**src/rtl/gpr_mp.sv**
```systemverilog
// gpr_mp: multi-port general-purpose register file for the decode/writeback path.
// Two write ports (ALU and load writeback), RD_PORTS combinational read ports,
// a per-register busy scoreboard and a sequenced clear engine that zeroes the
// storage one register per cycle after reset or on request.
// Optional build macro GPR_MP_BYPASS_EN: reads forward same-cycle write data.
module gpr_mp #(
  parameter int DATA_W   = 32,
  parameter int ADDR_W   = 5,
  parameter int REG_NUM  = 32,
  parameter int RD_PORTS = 2,
  parameter int ZERO_REG = 1
) (
  input  logic                         clk,
  input  logic                         reset,
  input  logic                         clr_req,
  output logic                         ready,
  input  logic [RD_PORTS*ADDR_W-1:0]   rd_addr,
  output logic [RD_PORTS*DATA_W-1:0]   rd_data,
  output logic [RD_PORTS-1:0]          rd_busy,
  input  logic                         we0_,
  input  logic [ADDR_W-1:0]            wr_addr0,
  input  logic [DATA_W-1:0]            wr_data0,
  input  logic                         we1_,
  input  logic [ADDR_W-1:0]            wr_addr1,
  input  logic [DATA_W-1:0]            wr_data1,
  input  logic                         iss_,
  input  logic [ADDR_W-1:0]            iss_addr
);

  typedef enum logic {
    ST_INIT = 1'b0,
    ST_RUN  = 1'b1
  } state_t;

  localparam logic [ADDR_W-1:0] LAST_IDX = ADDR_W'(REG_NUM - 1);

  state_t                   state;
  logic [ADDR_W-1:0]        cnt;
  logic                     ready_q;
  logic [DATA_W-1:0]        regs [REG_NUM];
  logic [REG_NUM-1:0]       busy;

  logic                     run;
  logic                     wr0_ok;
  logic                     wr1_ok;
  logic                     iss_ok;

  // An address names real, writable storage: in range and not the hardwired zero register.
  function automatic logic addr_ok(input logic [ADDR_W-1:0] a);
    addr_ok = (int'(a) < REG_NUM) && !((ZERO_REG != 0) && (a == '0));
  endfunction

  assign run   = (state == ST_RUN);
  assign ready = ready_q;

  // Effective write/issue strobes: only in RUN, and a clear request drops them.
  assign wr0_ok = run && !clr_req && !we0_ && addr_ok(wr_addr0);
  assign wr1_ok = run && !clr_req && !we1_ && addr_ok(wr_addr1);
  assign iss_ok = run && !clr_req && !iss_ && addr_ok(iss_addr);

  // Sequencer: INIT walks cnt over every register, RUN serves traffic until a clear request.
  always_ff @(posedge clk or negedge reset) begin
    if (!reset) begin
      state   <= ST_INIT;
      cnt     <= '0;
      ready_q <= 1'b0;
    end else begin
      case (state)
        ST_INIT: begin
          if (cnt == LAST_IDX) begin
            state   <= ST_RUN;
            cnt     <= '0;
            ready_q <= 1'b1;
          end else begin
            cnt <= cnt + ADDR_W'(1);
          end
        end
        ST_RUN: begin
          if (clr_req) begin
            state   <= ST_INIT;
            cnt     <= '0;
            ready_q <= 1'b0;
          end
        end
        default: begin
          state   <= ST_INIT;
          cnt     <= '0;
          ready_q <= 1'b0;
        end
      endcase
    end
  end

  // Register storage: zeroed by the INIT walk, written by the two writeback ports in RUN.
  // NOTE: storage has no reset branch on purpose; the INIT sequence clears it, which keeps
  // the array free of a wide reset net and lets it map onto plain flops or RAM.
  always_ff @(posedge clk) begin
    if (state == ST_INIT) begin
      regs[cnt] <= '0;
    end else begin
      // NOTE: both writes are non-blocking to the same array; on an address collision the
      // later statement (port 1) is the one that lands, which gives port 1 priority.
      if (wr0_ok) regs[wr_addr0] <= wr_data0;
      if (wr1_ok) regs[wr_addr1] <= wr_data1;
    end
  end

  // Scoreboard: writes retire a pending producer, an issue marks one; issue is applied last so it wins.
  always_ff @(posedge clk or negedge reset) begin
    if (!reset) begin
      busy <= '0;
    end else if (!run || clr_req) begin
      busy <= '0;
    end else begin
      if (wr0_ok) busy[wr_addr0] <= 1'b0;
      if (wr1_ok) busy[wr_addr1] <= 1'b0;
      if (iss_ok) busy[iss_addr] <= 1'b1;
    end
  end

  // Read ports: stored data and busy flag, zero outside RUN or for non-storage addresses.
  always_comb begin
    // NOTE: every output gets a default before the loop so no path leaves it unassigned
    // and no latch is inferred.
    rd_data = '0;
    rd_busy = '0;
    if (run) begin
      for (int k = 0; k < RD_PORTS; k++) begin
        if (addr_ok(rd_addr[k*ADDR_W +: ADDR_W])) begin
          rd_data[k*DATA_W +: DATA_W] = regs[rd_addr[k*ADDR_W +: ADDR_W]];
          rd_busy[k]                  = busy[rd_addr[k*ADDR_W +: ADDR_W]];
`ifdef GPR_MP_BYPASS_EN
          if (wr1_ok && (wr_addr1 == rd_addr[k*ADDR_W +: ADDR_W])) begin
            rd_data[k*DATA_W +: DATA_W] = wr_data1;
            rd_busy[k]                  = 1'b0;
          end else if (wr0_ok && (wr_addr0 == rd_addr[k*ADDR_W +: ADDR_W])) begin
            rd_data[k*DATA_W +: DATA_W] = wr_data0;
            rd_busy[k]                  = 1'b0;
          end
`endif
        end
      end
    end
  end

endmodule

```
**config.mk**
```make
export PLATFORM = sky130hd
export DESIGN_NAME = gpr_mp
export DESIGN_NICKNAME = d
export VERILOG_FILES = /design/src/rtl/gpr_mp.sv
export SDC_FILE = /design/constraint.sdc
export NUM_CORES = 2
export LEC_CHECK = 0
export CAP_MARGIN = 30
export CORE_UTILIZATION = 40
export DETAILED_ROUTE_END_ITERATION = 12
export PLACE_DENSITY = 0.67
export SLEW_MARGIN = 10
export SYNTH_ARGS = -nofsm -noshare
export SYNTH_HDL_FRONTEND = slang
export SYNTH_SLANG_ARGS = --single-unit
```
**constraint.sdc**
```tcl
create_clock -name clk -period 4.5 [get_ports clk]
set_input_delay 0.675 -clock clk [delete_from_list [all_inputs] [get_ports clk]]
set_output_delay 0.675 -clock clk [all_outputs]
set_load 0.01 [all_outputs]
```
### After elaboration in Yosys (flattened, before gate mapping)

Memories as Yosys holds them, arrays and structs flattened.
Cells that the tools add are included.

* add/subtract/negate cells: 1
* magnitude comparators: 8
* equal/unequal tests: 3
* multiplexer cells: 41
* bitwise logic cells: 6
* reduce and logical (&&, ||, !) cells: 26

Operator list (count)
* $mux W32: 9
* $and A32 B32 Y32: 2
* $mux W64: 1
* $not A32 Y32: 2
* $or A32 B32 Y32: 1
* $reduce_or A32 Y1: 1
* $lt A5 B6 Y1 const B: 5
* $logic_not A5 Y1: 5
* $mux W1: 19
* $demux W1 S5: 3
* $ge A5 B1 Y1 const B: 3
* $mux W5: 3
* $bmux W1 S5: 2
* $logic_and A1 B1 Y1: 10
* $pmux W5 S2: 1
* $logic_not A1 Y1: 8
* $add A5 B1 Y5 const B: 1
* $eq A5 B5 Y1 const B: 1
* $ne A2 B2 Y1 const B: 2
* $pmux W1 S2: 2
* $mux W2: 1
* $reduce_and A2 Y1: 1
* $logic_or A1 B1 Y1: 1
* $not A1 Y1: 1

* bits in registers: 39
* RAM bits: 1024
* word-level logic and storage cells: 90
* memories kept: 1

Memories
* regs: words 32, width 32, rd ports 2, clocked after Yosys merged registers in 0, write ports 2, line 40 `logic [DATA_W-1:0] regs [REG_NUM];`

### Logic depth before layout (Yosys ltp)

* word-level depth: 14
* depth in mapped cells: 8
* gate-level depth less buffers: 6

### Worst setup path before layout

No wires, ideal clock.

* path kind: in2reg
* start point: input port we0_
* end point: memory regs[3][0], enable pin
* setup time: 0.470 ns
* arrival: 4.090 ns
* path slack: -0.060 ns
* cell stages on the path: 4
* cells stage by stage: or3b_4 -> o21ai_0 -> nand2_1 -> o31ai_1

RTL lines
* start: declaration: line 20 `input logic we0_,`
* end: declaration: line 40

### Worst setup path after layout

* start point: register state (netlist: run)
* end point: output port rd_data[54]

* word-level cells in the longest chain between the ends: 1

Ends and longest elaborated chain
* start: declaration: line 37 `state_t state;`
* start signal: assignment: line 64 `state <= ST_INIT;`
* start signal: assignment: line 71 `state <= ST_RUN;`
* start signal: assignment: line 80 `state <= ST_INIT;`
* $mux W64: line 127 `if (run) begin`
* end: declaration: line 18 `output logic [RD_PORTS*DATA_W-1:0] rd_data,`

No other way between the ends.

==> results.yml <==
die:
  die_area_sq_um: 154500
  rows: 143
  core_region_area_sq_um: 151900
  die_x_um: 393.1
  start_util: 0.4028
  die_y_um: 393.1
  pin_count: 162
place:
  dp_hpwl_mm: 141.3
  numPortBuffers: 161
  place_area_sq_um: 66500
  gp_congestion: 0.9144
synth:
  synthAdderAreaFrac: 0.0004090
  synth_edf_count: 992
  syn-instance-count: 4703
  synthArstFlopShare: 0.03689
  synth_ff_type: "edfxtp_1"
  ys_ff_latch: 1030
  netlist.area_leader.share: 0.4869
  syn-cell-area_sq_um: 61180
  synth_common_cells: "edfxtp_1 (992), mux2_2 (560), mux2i_1 (468)"
  yosys-top-cells-area: "edfxtp_1 (49%), mux2_2 (10%), mux4_2 (9.6%)"
  synth.avg_cell_area_sq_um: 13.01
  synth_top_family_by_area: "multiplexers"
  synthSimpleGateAreaFrac: 0.05548
  synth_most_common_cell: "edfxtp_1"
  synth.largest_area_cell: "edfxtp_1"
  syn-num-nets: 4800
  synth_compound_area_frac: 0.09465
  synthMuxAreaShare: 0.3003
  ys_types: 70
  synth_xor_area_frac: 0.0002863
  seq_area_frac_synth: 0.5024
  synth_warnings: 0
sta:
  post-route-period-util: 0.9911
  slew_headroom: 0.3233
  finalSetupTns_ns: 0
  finalSetupViolations: 0
  tightest_slew_ns: 1.015
  slew_violations: 0
  max_freq_mhz: 224.2
  period_minus_slack_ns: 4.460
  finalHoldViolCount: 0
  worst_hold_slack_ns: 0.2892
  rsz0062_at_grt: "false"
  finClkSkew_ns: 0.03432
finish:
  nets: 4780
  area_growth_syn_to_layout_pct: 14.84
  fill_cells: 13270
  final_area_sq_um: 70260
  drive_above_1_share: 0.3048
setup_path:
  r2r_slack_ns: 0.64
  worstPathCellList: "nand2_1, nor2_4, buf_4, a22oi_1, nand4_1, clkdlybuf4s50_1"
  critPathMaxFanout: 14
  criticalPathCategory: "flip-flop to primary output"
  max_stage_delay_ns: 0.93
  end_kind: "primary output"
  cp.required_ns: 3.83
  arrival_ns: 3.78
  crit_path_top_delay_cell: "dfrtp_1"
  crit_path_start_kind: "flip-flop"
clocking:
  numCtsBuffers: 108
  clk_latency_ns: 0.75
  h-tree-depth: 3
  clkTransAtPathRegs_ns: 0.06
  cts_setup_buffers: 0
  cts-root-buf: "clkbuf_16"
  cts_tree: "yes"
  clock_path_buffers: 3
  cts_num_sinks: 1030
  post_cts_resized: 0
grt:
  grt_max_degree: 73
  overflow: 0
  track_usage: 0.2865
  grt_pass1_wl_mm: 315.8
  antenna_found_initial: 11
  first_global_vias: 43590
route:
  drt_pre_antenna_iters: 6
  routed_wl_mm: 225.7
  vias: 45290
  drtAntennaViolNets: 0
  wl_met1_mm: 85.30
  drt-initial-drc-count: 6895
  wl_met3_mm: 27.59
  wl_met2_mm: 100.9
  drc: 0
  avgViaCountPerCell: 6.654
  highest_layer: "met5"
  avgRoutedWirePerCell_um: 33.16
flow_run:
  maxCapViolations: 0
pwr:
  cellPowerDensity_nw_per_um2: 361.2
  ir_drop_uv: 309.8
  leakagePower_nw: 25.76
hold_path:
  hold_path.class: "primary input to async pin"
run_status:
  outcome: "finished clean"
## worst max-delay path: cells and delay by family, from the launching register on
family	cells	cell delay (ns)
AND/OR/NAND/NOR	3	0.98
buffers and inverters	2	0.97
flip-flops	1	0.93
AO/OA/AOI/OAI	1	0.15
## layout by cell type, fill, tap and decap left out, types with 12 or more instances in the layout
cell type,count
nand4_1,73
buf_4,179
mux2_2,560
clkbuf_16,110
o22ai_1,200
a32oi_1,16
o21ai_4,22
o21ai_1,53
buf_8,28
clkinv_1,27
nor2_1,25
nand3_1,23
inv_2,29
dfrtp_1,38
mux2_1,57
buf_12,78
a22oi_1,195
mux4_2,262
o21ai_0,371
o211ai_1,12
clkbuf_1,22
a21oi_1,13
mux2_4,56
clkinv_2,18
edfxtp_1,992
nand2_1,454
a2bb2oi_1,33
clkdlybuf4s50_1,156
inv_1,15
mux2i_1,468
## cells by family after synthesis
family,Yosys count
compound gates,946
xor+xnor,2
fa+ha+maj,2
buf+inv,626
flops,1030
mux,1403
simple gates,694
## metal layers
layer  up-vias  global-route usage
met1     22850              0.3895
met2      3380              0.4379
met4         8              0.1332
met5         -                   0
met3       639             0.05945
li1      18410                   -
## stage by stage
stage | utilization | power (mW) | instances | setup slack (ns)
5_1_grt | 0.4624 | 25.93 | 6802 | 0.07903
3_5_place_dp | 0.4378 | 16.45 | 6584 | 0.3133
4_1_cts | 0.4605 | 25.25 | 6781 | 0.1462
3_3_place_gp | 0.4359 | 16.31 | 6567 | 0.3122
6_report | 0.4625 | 25.38 | 6807 | 0.04019
2_1_floorplan | - | 14.27 | 4703 | -0.06041
## where the power goes
part / leakage [nW] / internal [mW] / switching (mW)
Clock: 1.69 / 5.01 / 3.96
Sequential: 9.86 / 11.4 / 0.367
Combinational: 14.2 / 1.71 / 2.91
Total: 25.8 / 18.1 / 7.23
## path summary, 6_finish.rpt
kind / startpoint / to / depth (start not counted)
setup / recovery: run / rd_data[54] / 6
hold / removal: reset / ready / 2
setup reg to reg: run / regs[8][30] / 6
hold reg to reg: ready / ready / 2
max in group asynchronous: reset / busy[26] / 3
min in group clk: ready / ready / 2
## repair_timing
| action | in CTS | in global routing |
|---|---|---|
| setup endpoints to repair | 0 | 0 |
| endpoints found under the hold margin | 0 | 38 |
| hold buffers | 0 | 1 |
## final cells by class
type                    instances  area [sq um]  share of cell area
flip-flops and latches       1030         30740              0.4375
multi-input cells            3047         28260              0.4022
repair buffers                452          5089             0.07243
clock buffers                 137          2904             0.04133
well taps                    2030          2540             0.03615
clock inverters                60         545.5            0.007764
inverters                      44         165.2            0.002351
diodes                          7         17.52           0.0002493
## flip-flops by register name, summed over array words and instances, names as in the netlist
signal and cells:
busy 31, cnt 5, ready 1, regs 992
run 1
Power figures use the tool's default switching activity.
